===== src/rtl/tick_pkg.sv =====
// Shared constants for the tick/BCD counter slice: FSM state encoding and BCD digit width.
package tick_pkg;

  localparam logic [1:0] ST_IDLE = 2'd0;
  localparam logic [1:0] ST_RUN  = 2'd1;
  localparam logic [1:0] ST_HOLD = 2'd2;

  localparam int BCD_W = 4;

endpackage


===== src/rtl/tick_edge_detect.sv =====
// Rising-edge detector for a tick stream; TICK_SYNC_EN adds a two-flop synchronizer in front.
// All flops reset high so a level that is already high at reset release is not seen as an edge.
module tick_edge_detect (
  input  logic clk,
  input  logic rst,
  input  logic tick_in,
  output logic rise
);

  logic tick_s;
  logic tick_q;

`ifdef TICK_SYNC_EN
  logic sync1;
  logic sync2;

  always_ff @(posedge clk) begin
    if (!rst) begin
      sync1 <= 1'b1;
      sync2 <= 1'b1;
    end else begin
      sync1 <= tick_in;
      sync2 <= sync1;
    end
  end

  assign tick_s = sync2;
`else
  assign tick_s = tick_in;
`endif

  always_ff @(posedge clk) begin
    if (!rst) begin
      tick_q <= 1'b1;
    end else begin
      tick_q <= tick_s;
    end
  end

  assign rise = tick_s & ~tick_q;

endmodule


===== src/rtl/tick_bcd_counter.sv =====
// Two-digit BCD tick counter, modulo MODULO, with IDLE/RUN/HOLD control and a wrap pulse.
// Optional input synchronizer is selected with the TICK_SYNC_EN macro (see tick_edge_detect).
module tick_bcd_counter
  import tick_pkg::*;
#(
  parameter int MODULO = 60
) (
  input  logic             clk,
  input  logic             rst,
  input  logic             tick_in,
  input  logic             start,
  input  logic             stop,
  input  logic             clr,
  output logic [BCD_W-1:0] ones,
  output logic [BCD_W-1:0] tens,
  output logic             wrap,
  output logic             running,
  output logic [1:0]       state
);

  localparam logic [BCD_W-1:0] MAX_TENS = BCD_W'((MODULO - 1) / 10);
  localparam logic [BCD_W-1:0] MAX_ONES = BCD_W'((MODULO - 1) % 10);
  localparam logic [BCD_W-1:0] NINE     = BCD_W'(9);

  logic       tick_rise;
  logic [1:0] state_nxt;
  logic       count_en;
  logic       at_max;

  tick_edge_detect u_edge (
    .clk     (clk),
    .rst     (rst),
    .tick_in (tick_in),
    .rise    (tick_rise)
  );

  // Control wins over counting: a tick in a cycle that changes state is dropped.
  always_comb begin
    state_nxt = state;
    count_en  = 1'b0;
    if (clr) begin
      state_nxt = ST_IDLE;
    end else if (stop && (state == ST_RUN)) begin
      state_nxt = ST_HOLD;
    end else if (start && ((state == ST_IDLE) || (state == ST_HOLD))) begin
      state_nxt = ST_RUN;
    end else if (state == ST_RUN) begin
      count_en = tick_rise;
    end
  end

  assign at_max = (tens == MAX_TENS) && (ones == MAX_ONES);

  always_ff @(posedge clk) begin
    if (!rst) begin
      state   <= ST_IDLE;
      ones    <= '0;
      tens    <= '0;
      wrap    <= 1'b0;
      running <= 1'b0;
    end else begin
      state   <= state_nxt;
      running <= (state_nxt == ST_RUN);
      wrap    <= count_en && at_max;
      if (clr) begin
        ones <= '0;
        tens <= '0;
      end else if (count_en) begin
        if (at_max) begin
          ones <= '0;
          tens <= '0;
        end else if (ones == NINE) begin
          ones <= '0;
          tens <= tens + 1'b1;
        end else begin
          ones <= ones + 1'b1;
        end
      end
    end
  end

endmodule


===== config.mk =====
export PLATFORM = sky130hd
export DESIGN_NAME = tick_bcd_counter
export DESIGN_NICKNAME = d
export VERILOG_FILES = /design/src/rtl/tick_pkg.sv /design/src/rtl/tick_edge_detect.sv /design/src/rtl/tick_bcd_counter.sv
export SDC_FILE = /design/constraint.sdc
export NUM_CORES = 1
export LEC_CHECK = 0
export CORE_MARGIN = 5
export CORE_UTILIZATION = 48
export DETAILED_ROUTE_END_ITERATION = 16
export PLACE_DENSITY = 0.76
export SYNTH_ARGS = -nofsm -noshare
export SYNTH_HDL_FRONTEND = slang
export SYNTH_SLANG_ARGS = --single-unit

===== constraint.sdc =====
create_clock -name clk -period 3.66 [get_ports clk]
set_clock_uncertainty 0.2 [all_clocks]
set_input_delay 0.732 -clock clk [delete_from_list [all_inputs] [get_ports clk]]
set_output_delay 0.732 -clock clk [all_outputs]
set_load 0.03 [all_outputs]

---- Word-level counts from Yosys, hierarchy flattened ----
Index checks and enable logic that the tools add are counted.
word-level totals
  bits of input ports ..................... 6
  word-level logic and storage cells ...... 36
  register bits after elaboration ......... 13
cells by class
  reductions and logical operators ........ 9
  bitwise logic cells ..................... 3
  add/sub/neg operators ................... 2
  equal/unequal tests ..................... 5
  muxes and demuxes ....................... 11
operator list
  operator                                                                number
  4-bit 2-to-1 mux                                                        4
  4-bit by 1-bit adder with 4-bit output (second input constant)          2
  2-bit 2-to-1 mux                                                        3
  2-bit by 1-bit equality test with 1-bit output (second input constant)  2
  4-bit by 3-bit equality test with 1-bit output (second input constant)  1
  4-bit equality test (second input constant)                             1
  1-bit logical AND                                                       4
  1-bit 2-to-1 mux                                                        4
  2-bit equality test (second input constant)                             1
  2-bit zero test                                                         1
  1-bit inverter                                                          2
  2-bit AND reduction                                                     1
  2-bit nonzero test                                                      1
  2-bit OR reduction                                                      1
  1-bit bitwise AND                                                       1
  1-bit logical OR                                                        1

---- Longest topological paths before layout ----
  depth after elaboration ................. 7
  mapped depth ............................ 5
  depth with buffers taken out ............ 5

---- By module ----
From an unflattened synthesis, not the netlist that was laid out.
second synthesis, totals
  cells, all modules ...................... 73
  area, all modules ....................... 679.4 µm²
modules (own cells, without submodules)
  module            area an instance (µm²)  times used  cells each  sequential area each (µm²)
  tick_bcd_counter  639.4                   1           70          240.2
  tick_edge_detect  40.0                    1           3           20.0

---- Worst setup path before layout ----
No wires, ideal clock.
  kind .................................... input to register
  start ................................... input port clr
  end ..................................... register ones[1]
  arrival time ............................ 1.836 ns
  library setup time ...................... 0.070 ns
  buffers on the path ..................... 1
  slack ................................... 1.554 ns
  stages on the path ...................... 4
  cell sequence ........................... or3b_1 clkbuf_1 or4_1 a21oi_1
on the way
  cells in the longest elaborated chain, start to end .. 1
RTL lines
  element                                                        line                    RTL
  start: declaration                                             tick_bcd_counter.sv:13  input logic clr,
  1-bit 2-to-1 mux / 2-bit OR reduction (equally long branches)  n/a
  end signal: assignment                                         tick_bcd_counter.sv:76  ones <= ones + 1'b1;
  end: declaration                                               tick_bcd_counter.sv:14  output logic [BCD_W-1:0] ones,
Parallel ways exist; a longest one is shown, timed or not.
A chain may end at the register's enable or synchronous reset.

---- Final worst setup path ----
  start ................................... input port stop
  end ..................................... register ones[1]
on the way
  cells in the longest elaborated chain, start to end .. 3
RTL lines
  element             line                    RTL
  start: declaration  tick_bcd_counter.sv:12  input logic stop,
  1-bit logical AND   tick_bcd_counter.sv:43  end else if (stop && (state == ST_RUN)) begin
  1-bit 2-to-1 mux    tick_bcd_counter.sv:43
  1-bit 2-to-1 mux    tick_bcd_counter.sv:41  if (clr) begin
Every way passes these cells.

==> run metrics <==
H-tree levels 1; Comb pwr share 0.084; ranking of synthesized cells by area dfxtp_1, ha_1, mux2i_1; Ports 18; sequential share of power 0.558; Setup crit start kind primary input; Worst EP required 3.67 ns; RePlAce Congestion 0.7777; DR WL/cell 15.13 µm; status finished, final reports clean; sequential fraction of the synthesis area 0.3985; post-place setup slack 1.019 ns; drt via density 5.943; Main synth FF type dfxtp_1; clock latency on the worst-skew pair roughly 0.28 ns; syn nets 82; fin area 855.8 µm²; Cell Int Power 0.1956 mW; Residual DRC 0; Setup CP Type in -> reg; I/O Buffers 17; met1 wire length 708 µm; highest routed layer met4; synth unique cells 30; CTS tree built; met3 routed WL 97 µm; Post-Syn Area 653.1 µm²; TritonCTS Buffers 3; area leader, netlist dfxtp_1; number of global-route vias before repair 563; Hold Crit Depth 2; post-synthesis instance total 72; antenna diode count 0; NetSw 0.06287 mW; RSZ-0062 raised after global routing no; CTS max path bufs 2; relative slew slack 0.6550; Tcrit/Tclk final 0.6467; Syn-to-layout area delta 31.03%; antenna violations before repair 0; core area 1301 µm²; placed cell area 829.5 µm²; DPL Wire Length 1.106 mm; CP arrival ~2.4 ns; final count of hold timing violations 0; share of cells above drive strength 1 0.03333; antenna-violating nets left 0; asr flop ratio synth 0; clk slew on worst S/H paths 0.08 ns; Met2 Wirelength 738 µm; syn_area_per_cell 9.071 µm²; Post-Route WL 1.589 mm; VDD IR max 0.1846 mV; Ys Warns 0; final cell count without fillers 105; detailed-route via count 624; die width 46.89 µm; FF-to-FF setup slack 1.81 ns; largest net degree at the start of global routing 12; Initial Utilization 0.5019; Setup Fix Bufs, Post-CTS 0; area fraction of the dominant cell type after synthesis 0.3985; crit-path max FO 9; static leakage 0.3087 nW; total negative setup slack 0 ns; first-pass GRT wire length 2.387 mm; fmax 0.4225 GHz; flops & latches, synth 13; number of max-cap violations 0; Min Hold Slack 0.3198 ns; die height approximately 47 µm; Final setup viols 0; crit end category flop; worst setup margin 1.293 ns; Post-synth EDFFs 0; final net count between 100 and 150; die area between 2000 and 2500 µm²; gr ovfl total 0; cts hold-fix bufs 0; FF-to-FF path depth 3; Switching Fraction 0.2432; Pre-antenna DRT Iters 4; pin slew with the least headroom to its limit 0.5165 ns; Power Density 302.0 nW/µm²; Clock power frac 0.358; clk root buf clkbuf_4; post-cts resize count 0; Final Max Slew Viols 0; clk sinks 13; Final Critical Period between 2 and 2.5 ns; row cnt 13; DP Cell Count approximately 100; Hold Crit Class reg -> reg; gr usage total 0.1540; Initial DRC Count 15
synthesized netlist by cell type, types with 2 or more instances:
| cell | count |
|---|---|
| nand2b_1 | 3 |
| or3b_1 | 2 |
| nand2_1 | 5 |
| dfxtp_1 | 13 |
| ha_1 | 4 |
| a21oi_1 | 4 |
| nor3b_1 | 3 |
| nor2b_1 | 2 |
| inv_1 | 3 |
| or4_1 | 2 |
| mux2i_1 | 3 |
| or3_1 | 4 |
| o21ai_1 | 2 |
| nand3_1 | 4 |
| clkbuf_1 | 2 |
| and3b_1 | 2 |
flip-flops by register name, indices dropped and copies added, names as in the netlist:
register and count:
ones 4, tens 4, state 2, running 1, u_edge.tick_q 1, wrap 1
per-stage QoR:
| step | power, mW | utilization |
|---|---|---|
| 2_1_floorplan | 0.1584 | - |
| 3_3_place_gp | 0.1684 | 0.6375 |
| 3_5_place_dp | 0.1689 | 0.6375 |
| 4_1_cts | 0.2582 | 0.6577 |
| 5_1_grt | 0.2664 | 0.6577 |
| 6_report | 0.2584 | 0.6577 |
per-layer routing:
layer,GRT usage,up-vias
li1,-,310
met1,0.1862,286
met2,0.2575,21
met3,0.02682,7
met4,0.08287,0
met5,0,-
critical path, stage by stage:
cell and delay, ns:
clkdlybuf4s50_1 0.47, or3b_1 0.50, or4_1 0.53, a21oi_1 0.14
cells by family (layout without fill, tap and decap cells):
logic type               after synthesis  count (layout)  share of synthesized area
AND/OR/NAND/NOR                       32              32                     0.3008
multiplexers                           3               3                    0.04598
flip-flops                            13              13                     0.3985
buffers and inverters                  6              24                    0.03639
AO/OA/AOI/OAI                         14              14                     0.1418
adder cells (fa/ha/maj)                4               4                    0.07663
final cells by class:
type | count | area [µm²]
repair buffers | 17 | 170.2
well taps | 15 | 18.77
multi-input cells | 53 | 369.1
clock buffers | 4 | 26.28
inverters | 3 | 11.26
fillers | 129 | 445.4
flip-flops and latches | 13 | 260.3
worst paths after layout:
path	from	end
worst min-delay path	ones[2]	ones[2]
worst max-delay path	stop	ones[1]
worst max register to register	state[0]	ones[1]
worst min register to register	ones[2]	ones[2]
power groups by stage:
stage / Sequential (mW) / Clock (mW) / Combinational (mW)
after global placement: 0.147 / 0 / 0.0209
final: 0.144 / 0.0925 / 0.0216
after floorplan: 0.150 / 0 / 0.00872
after global routing: 0.145 / 0.0988 / 0.0230
after CTS: 0.144 / 0.0923 / 0.0216
after detailed placement: 0.148 / 0 / 0.0213
cells in the final DEF (no fill, tap or decap), drive strengths merged:
cell type	n
and3	1
or3	4
a22oi	1
nand3	4
nor2b	2
o22ai	1
nor3	1
nand2b	3
o21ai	3
nand3b	1
or3b	2
nor2	1
ha	4
nand2	5
o2111ai	1
a21oi	4
or4	2
inv	3
dfxtp	13
mux2i	3
o41ai	1
nor4	1
and3b	2
nor3b	3
a32o	1
clkbuf	4
o311ai	1
a211oi	1
clkdlybuf4s50	17
No activity file was read; power rests on OpenSTA's default activity.
==> edit (same flow settings) <==
Set the package constant `BCD_W` to 6 (it was 4).
--- a/src/rtl/tick_pkg.sv
+++ b/src/rtl/tick_pkg.sv
@@ -5,7 +5,7 @@
   localparam logic [1:0] ST_RUN  = 2'd1;
   localparam logic [1:0] ST_HOLD = 2'd2;
 
-  localparam int BCD_W = 4;
+  localparam int BCD_W = 6;
 
 endpackage
 
Ports: changed (resized ones and tens); port bits go from 18 to 22. The function was not compared with the original's and may differ.
==> edit against the unedited design <==
Final cell count increased by 22%; synthesized area increased by 22%; fmax decreased by 13%; sequential cell count increased by 4; power increased by 20%; final area increased by 22%; setup slack got worse by 370 ps; utilization increased by 1.9 points; global-route usage decreased by 1.7 points; synthesized cell count increased by 22%; routed wire length increased by 3.3%; non-clock buffer count increased by 4; largest cell class unchanged.
==> edit: results (changes against the unedited design) <==
status finished clean (unchanged); Post-Route WL 1640 µm (was 1590 µm); number of nets in the layout 123 (was 101); number of global-route vias before repair 646 (was 563); DR vias 690 (was 624); Post-Syn Nets 98 (was 82); share of flip-flops with an asynchronous set or reset 0 (unchanged); Post-synth top cells dfxtp_1 (17), nor2_1 (8), a21oi_1 (7), o21ai_0 (7) (was dfxtp_1 (13), nand2_1 (5)); postcts setup bufs 0 (unchanged); clk slew on worst S/H paths 110 ps (was 80 ps); DR pass1 iterations 4 (unchanged); Psw 0.0727 mW (was 0.0629 mW); sequential-to-total area share from yosys stat 0.428 (was 0.398); largest net degree at the start of global routing 15 (was 12); CTS buffer count 3 (unchanged); Clk Latency, worst-skew pair 300 ps (was 280 ps); Largest stage delay, worst path 700 ps (was 530 ps); crit-path max FO 14 (was 9); DRT iter0 DRCs 11 (was 15); worst hold path class flip-flop to flip-flop (unchanged); Setup Slack @ Placement 639 ps (was 1020 ps); cell family with most CP delay simple AND/OR/NAND/NOR gates (unchanged); clock buffer depth 2 (unchanged); Fill cells 135 (was 129); Slowest-stage cell, CP o21ai_0 (was or4_1); number of H-tree levels 1 (unchanged); Cell Area, Placed 1010 µm² (was 830 µm²); IO buf count 21 (was 17); overall routing resource usage 0.137 (was 0.154); Root Buffer clkbuf_4 (unchanged); Final GP Congestion 0.680 (was 0.778); antenna fix cells 0 (unchanged); first-pass GRT wire length 2880 µm (was 2390 µm); Leak 0.361 nW (was 0.309 nW); Post-Syn Instances 88 (was 72); Non-Filler Instances 128 (was 105); Distinct cells, synth 26 (was 30); synth top area cells dfxtp_1 (43%), ha_1 (6.3%), a21oi_1 (4.4%) (was dfxtp_1 (40%), ha_1 (7.7%), mux2i_1 (4.6%)); synth warn 0 (unchanged); Synth Flop Type dfxtp_1 (unchanged); Worst-Margin Slew 738 ps (was 516 ps); Detail Placement HPWL 1220 µm (was 1110 µm); post-cts sizing count 0 (unchanged); share of cells above drive strength 1 0.0804 (was 0.0333); antenna violations before repair 0 (unchanged); VDD IR max 260 µV (was 185 µV); biggest regs ones x6, tens x6, state x2 (was ones x4, tens x4, state x2)
[edit: changes by cell type in the layout (fill, tap and decap cells not counted), sizes merged, moves of 4 or more]
cell and change:
dfxtp +4, o21ai +4, a21oi +4, nor2 +7, xor2 +4, clkdlybuf4s50 +4
[edit: path summary, 6_finish.rpt]
check / slack, ps / from / depth (start not counted) / to
hold reg to reg: 320 / tens[5] / 2 / tens[5]
hold / removal: 320 / tens[5] / 2 / tens[5]
setup / recovery: 930 / tick_in / 5 / tens[0]
setup reg to reg: 1440 / ones[0] / 5 / tens[0]
[edit: final cells by class]
cell class | count | area [µm²] | area share
multi-input combinational | 65 | 424 | 0.406
sequential | 17 | 340 | 0.326
timing repair buffer | 21 | 210 | 0.201
clock buffer | 3 | 22.5 | 0.0216
tap | 16 | 20.0 | 0.0192
inverter | 5 | 18.8 | 0.0180
clock inverter | 1 | 7.51 | 0.00719
[edit: logic make-up (layout without fill, tap and decap cells)]
kind of cell               count (synthesis)  after routing  share of synthesized area
buffers and inverters                      6             30                     0.0378
xor gates and xnor gates                   5              5                     0.0551
DFF                                       17             17                      0.428
adders and majority gates                  4              4                     0.0630
AOI/OAI and AO/OA                         17             17                      0.118
and+or+nand+nor                           39             39                      0.298
[edit: power groups by stage]
stage               clock network, mW  logic (mW)  registers (mW)
global placement                    0      0.0197           0.192
CTS                             0.104      0.0201           0.188
global route                    0.115      0.0217           0.188
finish                          0.103      0.0199           0.188
detailed placement                  0      0.0200           0.192
floorplan                           0     0.00697           0.194
[edit: routing by layer]
metal | share of wire | vias to the layer above | track usage
li1 | - | 352 | -
met1 | 0.48 | 314 | 0.199
met2 | 0.44 | 20 | 0.196
met3 | 0.064 | 4 | 0.0355
met4 | 0.016 | 0 | 0.0383
met5 | 0 | - | 0
